### src/rtl/memory_access_if.sv
// Bundle of EX-stage inputs, data-memory req/ack port and registered WB outputs for the MEM stage.
// Pure wiring, no latency of its own.
// Backpressure is carried by o_stall and by the i_dmem_ack handshake.
interface memory_access_if;
    // EX -> MEM
    logic [31:0] i_result;
    logic [31:0] i_data_store;
    logic [31:0] i_pc;
    logic [2:0]  i_func3;
    logic [6:0]  i_opcode;
    logic [4:0]  i_rd;
    // MEM <-> data memory
    logic        o_dmem_req;
    logic        o_dmem_we;
    logic [31:0] o_dmem_addr;
    logic [3:0]  o_dmem_be;
    logic [31:0] o_dmem_wdata;
    logic        i_dmem_ack;
    logic [31:0] i_dmem_rdata;
    // MEM -> WB / hazard control
    logic [31:0] o_wb_data;
    logic [4:0]  o_wb_rd;
    logic        o_wb_en;
    logic [31:0] o_pc;
    logic        o_stall;
    logic        o_mem_exc;

    // The MEM stage itself
    modport master (
        input  i_result, i_data_store, i_pc, i_func3, i_opcode, i_rd,
        input  i_dmem_ack, i_dmem_rdata,
        output o_dmem_req, o_dmem_we, o_dmem_addr, o_dmem_be, o_dmem_wdata,
        output o_wb_data, o_wb_rd, o_wb_en, o_pc, o_stall, o_mem_exc
    );

    // Surrounding pipeline and data memory
    modport slave (
        output i_result, i_data_store, i_pc, i_func3, i_opcode, i_rd,
        output i_dmem_ack, i_dmem_rdata,
        input  o_dmem_req, o_dmem_we, o_dmem_addr, o_dmem_be, o_dmem_wdata,
        input  o_wb_data, o_wb_rd, o_wb_en, o_pc, o_stall, o_mem_exc
    );
endinterface

### src/rtl/memory_access.sv
// RV32I MEM stage: issues loads/stores on a req/ack port, aligns/extends data, registers the WB bundle.
// Latency: 1 cycle for non-memory ops and exceptions, 3+ cycles for loads/stores (IDLE, ACCESS.., DONE).
// Backpressure: o_stall holds IF/ID/EX while a legal access is being issued or is outstanding.
module memory_access #(
    parameter logic [6:0] OP_LOAD   = 7'b0000011,
    parameter logic [6:0] OP_STORE  = 7'b0100011,
    parameter logic [6:0] OP_BRANCH = 7'b1100011
) (
    input  logic               clk,
    input  logic               rst_n,
    memory_access_if.master    bus
);

    typedef enum logic [1:0] {
        IDLE   = 2'd0,
        ACCESS = 2'd1,
        DONE   = 2'd2
    } state_t;

    state_t      state_q;

    // Registered outputs
    logic        dmem_req_q;
    logic        dmem_we_q;
    logic [31:0] dmem_addr_q;
    logic [3:0]  dmem_be_q;
    logic [31:0] dmem_wdata_q;
    logic [31:0] wb_data_q;
    logic [4:0]  wb_rd_q;
    logic        wb_en_q;
    logic [31:0] pc_q;
    logic        mem_exc_q;

    // Context of the in-flight access, latched when it leaves IDLE
    logic        acc_load_q;
    logic [2:0]  acc_func3_q;
    logic [1:0]  acc_lane_q;
    logic [31:0] acc_result_q;
    logic [4:0]  acc_rd_q;
    logic [31:0] acc_pc_q;
    logic        acc_wb_en_q;
    logic [31:0] ld_data_q;

    // Decode of the instruction currently presented by EX
    logic        is_load;
    logic        is_store;
    logic [1:0]  lane;
    logic        f3_legal;
    logic        misalign;
    logic        mem_ok;
    logic        mem_exc_d;
    logic        wb_en_d;
    logic [3:0]  be_d;
    logic [31:0] wdata_d;
    logic [31:0] ld_shift;
    logic [15:0] ld_half;
    logic [31:0] ld_data_d;

    // Classify the EX instruction: memory op, legality, alignment and rd write enable
    always_comb begin
        is_load  = (bus.i_opcode == OP_LOAD);
        is_store = (bus.i_opcode == OP_STORE);
        lane     = bus.i_result[1:0];
        f3_legal = 1'b0;
        misalign = 1'b0;
        case (bus.i_func3)
            3'b000: f3_legal = 1'b1;
            3'b001: begin
                f3_legal = 1'b1;
                misalign = lane[0];
            end
            3'b010: begin
                f3_legal = 1'b1;
                misalign = |lane;
            end
            3'b100: f3_legal = is_load;
            3'b101: begin
                f3_legal = is_load;
                misalign = lane[0];
            end
            default: f3_legal = 1'b0;
        endcase
        mem_ok    = (is_load || is_store) && f3_legal && !misalign;
        mem_exc_d = (is_load || is_store) && !(f3_legal && !misalign);
        wb_en_d   = !((bus.i_opcode == OP_STORE) || (bus.i_opcode == OP_BRANCH) ||
                      (bus.i_opcode == 7'b0)) && (bus.i_rd != 5'd0);
    end

    // Byte enables and lane-replicated write data; the width code is func3[1:0] for loads and stores alike
    always_comb begin
        be_d    = 4'b1111;
        wdata_d = bus.i_data_store;
        case (bus.i_func3[1:0])
            2'b00: begin
                be_d    = 4'b0001 << lane;
                wdata_d = {4{bus.i_data_store[7:0]}};
            end
            2'b01: begin
                be_d    = lane[1] ? 4'b1100 : 4'b0011;
                wdata_d = {2{bus.i_data_store[15:0]}};
            end
            default: begin
                be_d    = 4'b1111;
                wdata_d = bus.i_data_store;
            end
        endcase
    end

    // Pick the addressed byte/half out of the read word and sign- or zero-extend it
    always_comb begin
        ld_shift  = bus.i_dmem_rdata >> {acc_lane_q, 3'b000};
        ld_half   = acc_lane_q[1] ? bus.i_dmem_rdata[31:16] : bus.i_dmem_rdata[15:0];
        ld_data_d = bus.i_dmem_rdata;
        case (acc_func3_q)
            3'b000:  ld_data_d = {{24{ld_shift[7]}}, ld_shift[7:0]};
            3'b001:  ld_data_d = {{16{ld_half[15]}}, ld_half};
            3'b100:  ld_data_d = {24'd0, ld_shift[7:0]};
            3'b101:  ld_data_d = {16'd0, ld_half};
            default: ld_data_d = bus.i_dmem_rdata;
        endcase
    end

    // Access FSM with registered memory-port and WB outputs; reset drops any outstanding request
    always_ff @(posedge clk or negedge rst_n) begin
        if (!rst_n) begin
            state_q      <= IDLE;
            dmem_req_q   <= 1'b0;
            dmem_we_q    <= 1'b0;
            dmem_addr_q  <= 32'd0;
            dmem_be_q    <= 4'd0;
            dmem_wdata_q <= 32'd0;
            wb_data_q    <= 32'd0;
            wb_rd_q      <= 5'd0;
            wb_en_q      <= 1'b0;
            pc_q         <= 32'd0;
            mem_exc_q    <= 1'b0;
            acc_load_q   <= 1'b0;
            acc_func3_q  <= 3'd0;
            acc_lane_q   <= 2'd0;
            acc_result_q <= 32'd0;
            acc_rd_q     <= 5'd0;
            acc_pc_q     <= 32'd0;
            acc_wb_en_q  <= 1'b0;
            ld_data_q    <= 32'd0;
        end else begin
            mem_exc_q <= 1'b0;
            case (state_q)
                IDLE: begin
                    if (mem_ok) begin
                        // Launch the access; WB registers keep their value while stalled
                        dmem_req_q   <= 1'b1;
                        dmem_we_q    <= is_store;
                        dmem_addr_q  <= {bus.i_result[31:2], 2'b00};
                        dmem_be_q    <= be_d;
                        dmem_wdata_q <= wdata_d;
                        acc_load_q   <= is_load;
                        acc_func3_q  <= bus.i_func3;
                        acc_lane_q   <= lane;
                        acc_result_q <= bus.i_result;
                        acc_rd_q     <= bus.i_rd;
                        acc_pc_q     <= bus.i_pc;
                        acc_wb_en_q  <= wb_en_d;
                        state_q      <= ACCESS;
                    end else begin
                        // Non-memory op or faulting access retires in one cycle
                        wb_data_q <= bus.i_result;
                        wb_rd_q   <= bus.i_rd;
                        wb_en_q   <= wb_en_d && !mem_exc_d;
                        pc_q      <= bus.i_pc;
                        mem_exc_q <= mem_exc_d;
                    end
                end
                ACCESS: begin
                    if (bus.i_dmem_ack) begin
                        dmem_req_q <= 1'b0;
                        ld_data_q  <= ld_data_d;
                        state_q    <= DONE;
                    end
                end
                DONE: begin
                    wb_data_q <= acc_load_q ? ld_data_q : acc_result_q;
                    wb_rd_q   <= acc_rd_q;
                    wb_en_q   <= acc_wb_en_q;
                    pc_q      <= acc_pc_q;
                    state_q   <= IDLE;
                end
                default: state_q <= IDLE;
            endcase
        end
    end

    assign bus.o_dmem_req   = dmem_req_q;
    assign bus.o_dmem_we    = dmem_we_q;
    assign bus.o_dmem_addr  = dmem_addr_q;
    assign bus.o_dmem_be    = dmem_be_q;
    assign bus.o_dmem_wdata = dmem_wdata_q;
    assign bus.o_wb_data    = wb_data_q;
    assign bus.o_wb_rd      = wb_rd_q;
    assign bus.o_wb_en      = wb_en_q;
    assign bus.o_pc         = pc_q;
    assign bus.o_mem_exc    = mem_exc_q;
    // Stall is combinational so EX holds on the very cycle a legal access is seen
    assign bus.o_stall      = ((state_q == IDLE) && mem_ok) || (state_q == ACCESS);

endmodule

### src/flat_wrapper.sv
// flat-port wrapper written by rule: the top's interface ports become plain ports
module memory_access_flat 
#(
    parameter logic [6:0] OP_LOAD   = 7'b0000011,
    parameter logic [6:0] OP_STORE  = 7'b0100011,
    parameter logic [6:0] OP_BRANCH = 7'b1100011
)
  (clk, rst_n, bus_i_result, bus_i_data_store, bus_i_pc, bus_i_func3, bus_i_opcode, bus_i_rd, bus_i_dmem_ack, bus_i_dmem_rdata, bus_o_dmem_req, bus_o_dmem_we, bus_o_dmem_addr, bus_o_dmem_be, bus_o_dmem_wdata, bus_o_wb_data, bus_o_wb_rd, bus_o_wb_en, bus_o_pc, bus_o_stall, bus_o_mem_exc);
  memory_access_if bus_i ();
  input  logic clk;
  input  logic rst_n;
  input wire logic [$bits(bus_i.i_result)-1:0] bus_i_result;
  input wire logic [$bits(bus_i.i_data_store)-1:0] bus_i_data_store;
  input wire logic [$bits(bus_i.i_pc)-1:0] bus_i_pc;
  input wire logic [$bits(bus_i.i_func3)-1:0] bus_i_func3;
  input wire logic [$bits(bus_i.i_opcode)-1:0] bus_i_opcode;
  input wire logic [$bits(bus_i.i_rd)-1:0] bus_i_rd;
  input wire logic [$bits(bus_i.i_dmem_ack)-1:0] bus_i_dmem_ack;
  input wire logic [$bits(bus_i.i_dmem_rdata)-1:0] bus_i_dmem_rdata;
  output wire logic [$bits(bus_i.o_dmem_req)-1:0] bus_o_dmem_req;
  output wire logic [$bits(bus_i.o_dmem_we)-1:0] bus_o_dmem_we;
  output wire logic [$bits(bus_i.o_dmem_addr)-1:0] bus_o_dmem_addr;
  output wire logic [$bits(bus_i.o_dmem_be)-1:0] bus_o_dmem_be;
  output wire logic [$bits(bus_i.o_dmem_wdata)-1:0] bus_o_dmem_wdata;
  output wire logic [$bits(bus_i.o_wb_data)-1:0] bus_o_wb_data;
  output wire logic [$bits(bus_i.o_wb_rd)-1:0] bus_o_wb_rd;
  output wire logic [$bits(bus_i.o_wb_en)-1:0] bus_o_wb_en;
  output wire logic [$bits(bus_i.o_pc)-1:0] bus_o_pc;
  output wire logic [$bits(bus_i.o_stall)-1:0] bus_o_stall;
  output wire logic [$bits(bus_i.o_mem_exc)-1:0] bus_o_mem_exc;
  assign bus_i.i_result = bus_i_result;
  assign bus_i.i_data_store = bus_i_data_store;
  assign bus_i.i_pc = bus_i_pc;
  assign bus_i.i_func3 = bus_i_func3;
  assign bus_i.i_opcode = bus_i_opcode;
  assign bus_i.i_rd = bus_i_rd;
  assign bus_i.i_dmem_ack = bus_i_dmem_ack;
  assign bus_i.i_dmem_rdata = bus_i_dmem_rdata;
  assign bus_o_dmem_req = bus_i.o_dmem_req;
  assign bus_o_dmem_we = bus_i.o_dmem_we;
  assign bus_o_dmem_addr = bus_i.o_dmem_addr;
  assign bus_o_dmem_be = bus_i.o_dmem_be;
  assign bus_o_dmem_wdata = bus_i.o_dmem_wdata;
  assign bus_o_wb_data = bus_i.o_wb_data;
  assign bus_o_wb_rd = bus_i.o_wb_rd;
  assign bus_o_wb_en = bus_i.o_wb_en;
  assign bus_o_pc = bus_i.o_pc;
  assign bus_o_stall = bus_i.o_stall;
  assign bus_o_mem_exc = bus_i.o_mem_exc;
  memory_access #(.OP_LOAD(OP_LOAD), .OP_STORE(OP_STORE), .OP_BRANCH(OP_BRANCH)) u_core (.clk(clk), .rst_n(rst_n), .bus(bus_i));
endmodule
### config.mk
export PLATFORM = sky130hd
export DESIGN_NAME = memory_access_flat
export DESIGN_NICKNAME = d
export VERILOG_FILES = /design/src/rtl/memory_access_if.sv /design/src/rtl/memory_access.sv /design/src/flat_wrapper.sv
export SDC_FILE = /design/constraint.sdc
export NUM_CORES = 1
export LEC_CHECK = 0
export CAP_MARGIN = 20
export CELL_PAD_IN_SITES_DETAIL_PLACEMENT = 1
export CELL_PAD_IN_SITES_GLOBAL_PLACEMENT = 1
export CORE_MARGIN = 5
export CORE_UTILIZATION = 24
export CTS_CLUSTER_SIZE = 12
export DETAILED_ROUTE_END_ITERATION = 12
export PLACE_DENSITY_LB_ADDON = 0.1
export SLEW_MARGIN = 20
export SYNTH_ARGS = -nofsm -noshare
export SYNTH_HDL_FRONTEND = slang
export SYNTH_SLANG_ARGS = --single-unit
### constraint.sdc
create_clock -name clk -period 3.3 [get_ports clk]
set_input_delay 0.66 -clock clk [delete_from_list [all_inputs] [get_ports clk]]
set_output_delay 0.66 -clock clk [all_outputs]
set_load 0.005 [all_outputs]
* Word-level counts from Yosys, hierarchy flattened
Index checks and enable logic that the tools add are counted.
** Storage, ports and cells
- Flip-flop bits (word level) :: 249
- Logic and storage cells :: 93
- Input bits :: 146
** Cells by class
- Reductions and logical operators :: 32
- Equal/unequal tests :: 16
- Shifts and indexed selects :: 2
- Mux-type cells :: 24
** Operators with widths (number)
- $pmux W32 S2 :: 3
- $pmux W32 S4 :: 1
- $mux W32 :: 3
- $shr A32 B5 Y8 :: 1
- $mux W16 :: 1
- $eq A3 B3 Y1 const B :: 4
- $pmux W5 S2 :: 1
- $pmux W1 S2 :: 4
- $pmux W4 S2 :: 1
- $reduce_and A2 Y1 :: 4
- $eq A7 B2 Y1 const B :: 1
- $eq A7 B6 Y1 const B :: 1
- $eq A7 B7 Y1 const B :: 1
- $logic_and A1 B1 Y1 :: 7
- $logic_not A7 Y1 :: 1
- $eq A3 B1 Y1 const B :: 2
- $logic_not A3 Y1 :: 2
- $reduce_or A2 Y1 :: 3
- $mux W1 :: 5
- $mux W5 :: 1
- $reduce_bool A5 Y1 :: 1
- $eq A2 B1 Y1 const B :: 2
- $logic_not A1 Y1 :: 4
- $logic_not A2 Y1 :: 2
- other kinds (12) :: 18

* Depth between registers and ports, before layout
Gate-level depths: netlist of the first run.
- Word-level depth :: 11
- Mapped depth :: 8
- Depth with buffers taken out :: 4

* Worst setup path before layout of the first run
No wires, ideal clock.
- Kind :: input to output
- From :: input bus_i_func3[0]
- To :: output bus_o_stall
- Buffers on the path :: 3
- Stages :: 6
- Path slack :: 0.543 ns
- Arrival time :: 2.097 ns
- Path through :: or4_4 -> a2111o_1 -> clkbuf_1 -> buf_6 -> buf_6 -> nand2_1
** Between the ends
- Longest elaborated chain between the ends :: 7
- Elaborated cells between the ends (all ways) :: 15
- Classes of those cells :: eq/ne (4); mux (2); reduce/logical (9)
** Ends and longest elaborated chain
- start: declaration :: line flat_wrapper.sv:15 : input wire logic [$bits(bus_i.i_func3)-1:0] bus_i_func3;
- $eq A3 B1 Y1, or another cell as far along :: line memory_access.sv:66 : case (bus.i_func3)
- $reduce_or A3 Y1 (no source line) / $reduce_or A2 Y1 (equally long branches)
- $pmux W1 S2 :: line memory_access.sv:66
- $logic_and A1 B1 Y1 / $logic_not A1 Y1 (equally long branches) :: line memory_access.sv:83 : mem_ok = (is_load || is_store) && f3_legal && !misalign;
- $logic_and A1 B1 Y1 (*) :: line memory_access.sv:83
- $logic_and A1 B1 Y1 (*) :: line memory_access.sv:203 : assign bus.o_stall = ((state_q == IDLE) && mem_ok) || (state_q == ACCESS);
- $logic_or A1 B1 Y1 (*) :: line memory_access.sv:203
- end: declaration :: line flat_wrapper.sv:29 : output wire logic [$bits(bus_i.o_stall)-1:0] bus_o_stall;
Mark *: on every way between the ends. The rest lies on a longest branch, timed or not.

* Final worst setup path of the first run
Same ends and word-level chain as after synthesis.

==> impl_metrics.csv, run 1 <==
group,metric,value,unit
sta,slew_headroom,33.6,%
die,die_y,216,µm
synth,syn_area_per_cell,9.69,µm²
global_route,grt_max_degree,88,
detailed_routing,wl_met3,2490,µm
synth,synth_edf_count,0,
synth,netlist_instances,1054,
power,ir_drop,0.000360,V
power,leakagePower,6.59,nW
setup_path,crit_arrival,2.44,ns
setup_path,rr_worst_depth,5,
global_route,grt_pass1_wl,57500,µm
detailed_routing,first_iter_violations,285,
clock_network,root_buffer,"clkbuf_16",
place,dp_slack,-0.0786,ns
place,hpwl,25800,µm
global_route,grt_usage,15.5,%
setup_path,cp-end-kind,"primary output",
die,fp.coreArea,0.0420,mm²
die,floorplan.die_area,0.0468,mm²
setup_path,r2r_slack,0.87,ns
clock_network,cts_setup_buffers,0,
final_layout,drive_above_1_share,12.0,%
place,io_buffers,285,
place,routabilityCongestion,0.771,
sta,rsz0062_at_grt,"false",
power,power.density,501,mW/mm²
global_route,antenna_found_initial,2,
setup_path,max_stage_delay,0.54,ns
sta,fin_setup_tns,0,ns
place,post_dp_cell_area,0.0138,mm²
sta,skew,0.0105,ns
final_layout,final_nets,1479,
die,row_count,75,
sta,finalHoldViolCount,0,
sta,worst_pin_slew,0.993,ns
die,pin_count,288,
setup_path,rr_endpoint,"u_core.acc_load_q",
worst_hold_path,hp-class,"in2async",
detailed_routing,drc,0,
detailed_routing,vias_per_cell,4.45,
sta,timing.final.crit_share,93.8,%
clock_network,numCtsBuffers,29,
clock_network,clockBufferDepth,3,
clock_network,cts_tree,"yes",
setup_path,cp_slowest_cell,"or4_4",
setup_path,critPathKind,"in2out",
flow_run,maxCapViolCount,0,
detailed_routing,first_pass_iters,4,
die,chipWidth,216,µm
detailed_routing,wl_per_cell,19.5,µm
synth,ys_ff_latch,217,
detailed_routing,wl_met1,16200,µm
synth,syn_area,0.0102,mm²
setup_path,crit_fanout,2,
setup_path,cp.required,2.64,ns
clock_network,clock_latency,0.54,ns
detailed_routing,wl_met2,17500,µm
setup_path,critPathLaunchType,"input pin",
synth,synth_warnings,0,
detailed_routing,antenna_left,0,
detailed_routing,vias,8412,
clock_network,clock_sinks,217,
die,initial_utilization,24.3,%
synth,async_reset_ff_share,100,%
setup_path,path_delay_family,"buffers and inverters",
synth,synth_cell_type_count,38,
setup_path,worstReg2RegStart,"u_core.state_q[0]",
setup_path,crit_buf_inv,2,
final_layout,nFillCells,4779,
sta,worst_slack,0.203,ns
final_layout,design_area,0.0146,mm²
detailed_routing,drt-total-wl,36800,µm
final_layout,fin_util,34.8,%
sta,finalSetupViolations,0,
clock_network,clkTransAtPathRegs,0.06,ns
global_route,grt_overflow,0,
final_layout,antennaDiodeCount,0,
synth,ys.flop_type,"dfrtp_1",
global_route,grt_pass1_vias,9492,
setup_path,crit_chain,"clkdlybuf4s50_1, or4_4, a2111o_2, nand2_1, dlygate4sd2_1",
final_layout,area_growth_syn_to_layout,43.3,%
sta,fmax,323,MHz
sta,finalCriticalPeriod,3.10,ns
status,status,"finished clean",
clock_network,h-tree-depth,1,
synth,ys_seq_area_share,53.2,%
sta,drv_slew,0,
detailed_routing,routed.top_layer,"met5",
## metal layers
metal / global-route usage, % / vias to the layer above
met3: 4.51 / 40
met4: 3.22 / 4
met1: 19.8 / 4108
met5: 0 / -
li1: - / 4072
met2: 26.2 / 188
## area by class of cell
| class | instances | area (µm²) | share of cell area [%] |
|---|---|---|---|
| inverters | 37 | 139 | 0.949 |
| repair buffers | 315 | 3160 | 21.6 |
| flip-flops and latches | 217 | 5430 | 37.1 |
| clock inverters | 7 | 38.8 | 0.265 |
| multi-input cells | 733 | 4350 | 29.7 |
| clock buffers | 41 | 841 | 5.75 |
| well taps | 539 | 674 | 4.61 |
## logic make-up after synthesis
logic type	after synthesis	share of synthesized area, %
buffers and inverters	105	4.61
muxes	165	17.2
and+or+nand+nor	415	16.6
AOI/OAI and AO/OA	151	8.42
DFF	217	53.2
other	1	0.0367
## placed cells by master (no fill, tap or decap), types with 2 or more instances in the layout
cell	Yosys	final
clkdlybuf4s50_1	0	283
o21ai_1	4	4
nor2b_1	3	3
buf_4	4	24
a31oi_1	18	18
dfrtp_1	217	215
mux2_2	70	70
conb_1	1	2
or2_2	9	9
nor2_1	79	79
or3_1	15	15
clkinv_2	0	6
inv_1	37	37
buf_12	0	6
o21ai_0	23	23
nand3_1	10	10
nand2_1	279	279
nand2b_1	10	9
dfrtp_2	0	2
o31ai_1	8	8
a21o_1	8	8
clkbuf_1	32	5
nand3b_1	2	2
a21oi_1	82	81
nor3_1	5	5
mux2i_1	88	88
mux2_1	6	6
clkbuf_8	0	7
clkbuf_16	0	29
## synthesized netlist by cell type (8+ instances only)
cell      count  area share, %
o31ai_1       8           0.59
a21oi_1      82            4.0
nand2_1     279             10
dfrtp_1     217             53
a31oi_1      18            1.1
or3_1        15           0.92
nand2b_1     10           0.61
inv_1        37            1.4
buf_2        19           0.93
mux2i_1      88            8.6
nor2_1       79            2.9
clkbuf_1     32            1.2
mux2_2       70            7.7
nand3_1      10           0.49
o21ai_0      23            1.1
buf_1         8           0.29
a21o_1        8           0.59
or2_2         9           0.55
## worst max-delay path by stage
| stage | cells past startpoint | end | slack [ns] | from |
|---|---|---|---|---|
| 3_5_place_dp | 5 | bus_o_stall | -0.08 | bus_i_func3[0] |
| 4_1_cts | 5 | bus_o_stall | 0.19 | bus_i_func3[0] |
| 2_1_floorplan | 6 | bus_o_stall | 0.54 | bus_i_func3[0] |
| 3_3_place_gp | 5 | bus_o_stall | -0.07 | bus_i_func3[0] |
| 5_1_grt | 5 | bus_o_stall | 0.13 | bus_i_func3[0] |
| 6_report | 5 | bus_o_stall | 0.20 | bus_i_func3[0] |
## worst reg2reg max path, delay by kind of cell, from the launching register on
| family | cells | cell delay [ns] |
|---|---|---|
| buf+inv | 2 | 0.71 |
| simple gates | 1 | 0.40 |
| flops | 1 | 0.44 |
| compound gates | 2 | 0.79 |
## sequential cells by signal, summed over array words and instances, names as in the netlist, 5 cells and up
register and cells:
u_core.bus.o_wb_rd 5, u_core.bus.o_pc 32, u_core.ld_data_q 32, u_core.bus.o_dmem_wdata 32, u_core.acc_rd_q 5, u_core.acc_pc_q 32
u_core.acc_result_q 31, u_core.bus.o_wb_data 32
## metrics by stage
stage,power (mW),std cells,hold WS [ns]
after floorplan,3.64,1055,0.364
after detailed placement,4.47,1841,0.456
after CTS,7.52,1889,0.144
after global routing,7.76,1889,0.166
final,7.33,1889,0.115
after global placement,4.45,1841,0.445
## where the power goes
group	switching, mW	leakage, nW	internal, mW	total (mW)
Sequential	0.213	2.76	2.98	3.19
Combinational	0.521	3.40	0.684	1.20
Clock	1.19	0.442	1.75	2.94
## repair_timing
item,CTS,global route
setup endpoints to repair,1,0
hold buffers,0,0
resized for setup,1,0
(Power assumes the default switching activity.)
==> run 2, diff against run 1 <==
TNS_END_PERCENT = 5   (was unset)
==> results of run 2 <==
Final layout, timing and power as in run 1 (identical DEF).
==> run 3, diff against run 2 <==
CORE_MARGIN = unset   (was 5)
==> impl_metrics.csv, run 3 (synthesis gave the netlist of run 1 again) <==
group,metric,value,unit
worst_hold_path,hp-class,"in2async",
die,floorplan.die_area,0.0434,mm²
clock_network,clock_sinks,217,
final_layout,final_nets,1479,
final_layout,design_area,0.0147,mm²
setup_path,cp_slowest_cell,"or4_4",
detailed_routing,wl_met1,16100,µm
global_route,grt_usage,16.7,%
setup_path,crit_fanout,2,
final_layout,mostFrequentLayoutCell,"clkdlybuf4s50_1",
detailed_routing,vias_per_cell,4.46,
die,initial_utilization,24.4,%
clock_network,numCtsBuffers,28,
final_layout,final_cell_mix,"clkdlybuf4s50_1 (282), nand2_1 (279), dfrtp_1 (215), mux2i_1 (88), a21oi_1 (81)",
setup_path,crit_start,"bus_i_func3[0]",
final_layout,area_growth_syn_to_layout,43.7,%
sta,worst_pin_slew,1.04,ns
detailed_routing,wl_met3,2090,µm
sta,fmax,327,MHz
status,status,"finished clean",
flow_run,maxCapViolCount,0,
place,routabilityCongestion,0.774,
die,pin_count,288,
sta,skew,0.0201,ns
sta,finalCriticalPeriod,3.06,ns
die,row_count,75,
power,power,7.49,mW
place,hpwl,24800,µm
setup_path,max_stage_delay,0.55,ns
setup_path,crit_chain,"clkdlybuf4s50_1, or4_4, a2111o_2, nand2_1, dlygate4sd2_1",
power,leakagePower,6.62,nW
global_route,grt_pass1_wl,56400,µm
die,chipWidth,208,µm
place,post_dp_cell_area,0.0137,mm²
detailed_routing,first_iter_violations,246,
clock_network,root_buffer,"clkbuf_16",
clock_network,cts_tree,"yes",
setup_path,cp-end-kind,"primary output",
clock_network,clockBufferDepth,3,
power,power.density,510,mW/mm²
place,io_buffers,285,
setup_path,crit_buf_inv,2,
setup_path,crit_arrival,2.40,ns
detailed_routing,first_pass_iters,4,
clock_network,clkTransAtPathRegs,0.06,ns
setup_path,worstReg2RegStart,"u_core.state_q[0]",
setup_path,critPathLaunchType,"input pin",
detailed_routing,wl_per_cell,18.8,µm
detailed_routing,antenna_left,0,
sta,slew_headroom,30.6,%
detailed_routing,drt-total-wl,35700,µm
clock_network,clock_latency,0.56,ns
clock_network,h-tree-depth,1,
global_route,grt_max_degree,70,
sta,timing.final.crit_share,92.6,%
sta,drv_slew,0,
sta,finalHoldViolCount,0,
detailed_routing,drc,0,
detailed_routing,routed.top_layer,"met5",
clock_network,ctsHoldBuffers,0,
setup_path,path_delay_family,"buffers and inverters",
detailed_routing,vias,8438,
final_layout,drive_above_1_share,12.1,%
sta,finalSetupViolations,0,
setup_path,critPathKind,"in2out",
die,fp.coreArea,0.0419,mm²
global_route,grt_pass1_vias,9229,
detailed_routing,wl_met2,16600,µm
global_route,antenna_found_initial,2,
final_layout,fin_util,35.0,%
power,ir_drop,0.000307,V
die,die_y,208,µm
setup_path,cp.required,2.64,ns
global_route,grt_overflow,0,
sta,rsz0062_at_grt,"false",
==> run 3: cell types whose count changed in the layout (fill, tap and decap cells not counted), sizes merged <==
| cell | previous run | this run |
|---|---|---|
| clkdlybuf4s50 | 283 | 282 |
| buf | 31 | 32 |
| diode | 0 | 1 |
| clkbuf | 41 | 42 |
| dlygate4sd2 | 1 | 2 |
| bufinv | 0 | 2 |
| inv | 38 | 37 |
| clkinv | 6 | 7 |
==> run 3: metrics by stage <==
stage	setup slack [ns]	hold WS, ns	setup TNS, ns	cells
2_1_floorplan	0.543	0.364	0	1055
3_3_place_gp	-0.0568	0.447	-0.0568	1841
3_5_place_dp	-0.0935	0.450	-0.154	1841
4_1_cts	0.218	0.0627	0	1893
5_1_grt	0.178	0.0730	0	1894
6_report	0.244	0.0388	0	1894
==> run 3: worst register-to-register path: stages, from the launching register on <==
cell	delay, ns
dfrtp_1	0.44
or2_2	0.40
a2111o_2	0.48
buf_4	0.34
buf_4	0.42
o31ai_1	0.28
==> run 3: path summary, 6_finish.rpt <==
path,to,slack (ns),cells past startpoint
setup / recovery,bus_o_stall,0.24,5
hold / removal,u_core.bus.o_wb_data[10],0.04,1
setup reg to reg,u_core.acc_load_q,0.83,5
hold reg to reg,u_core.acc_pc_q[11],0.46,2
max in group asynchronous,u_core.bus.o_wb_data[28],2.44,2
min in group clk,u_core.acc_pc_q[11],0.46,2
==> run 3: repair_timing <==
item	in CTS	in global routing
buffers inserted	1	0
gates resized for setup	2	0
endpoints found under the setup margin	1	0
==> run 3: per-layer routing <==
layer,track usage [%],vias up
met4,4.39,2
met3,4.32,52
met1,21.9,4117
met5,0,-
met2,27.1,193
li1,-,4074
==> run 3: report_power, final <==
| group | leakage [nW] | switching [mW] | internal (mW) | total (mW) |
|---|---|---|---|---|
| logic | 3.40 | 0.528 | 0.683 | 1.21 |
| clock network | 0.462 | 1.22 | 1.87 | 3.09 |
| registers | 2.76 | 0.206 | 2.98 | 3.18 |
==> run 3: cell type report <==
type	count	area [µm²]
Clock inverter	9	106
Multi-Input combinational cell	733	4350
Clock buffer	42	823
Timing Repair Buffer	316	3150
Sequential cell	217	5430
Fill cell	4775	27300
Tap cell	539	674
Antenna cell	1	2.50
Inverter	37	139
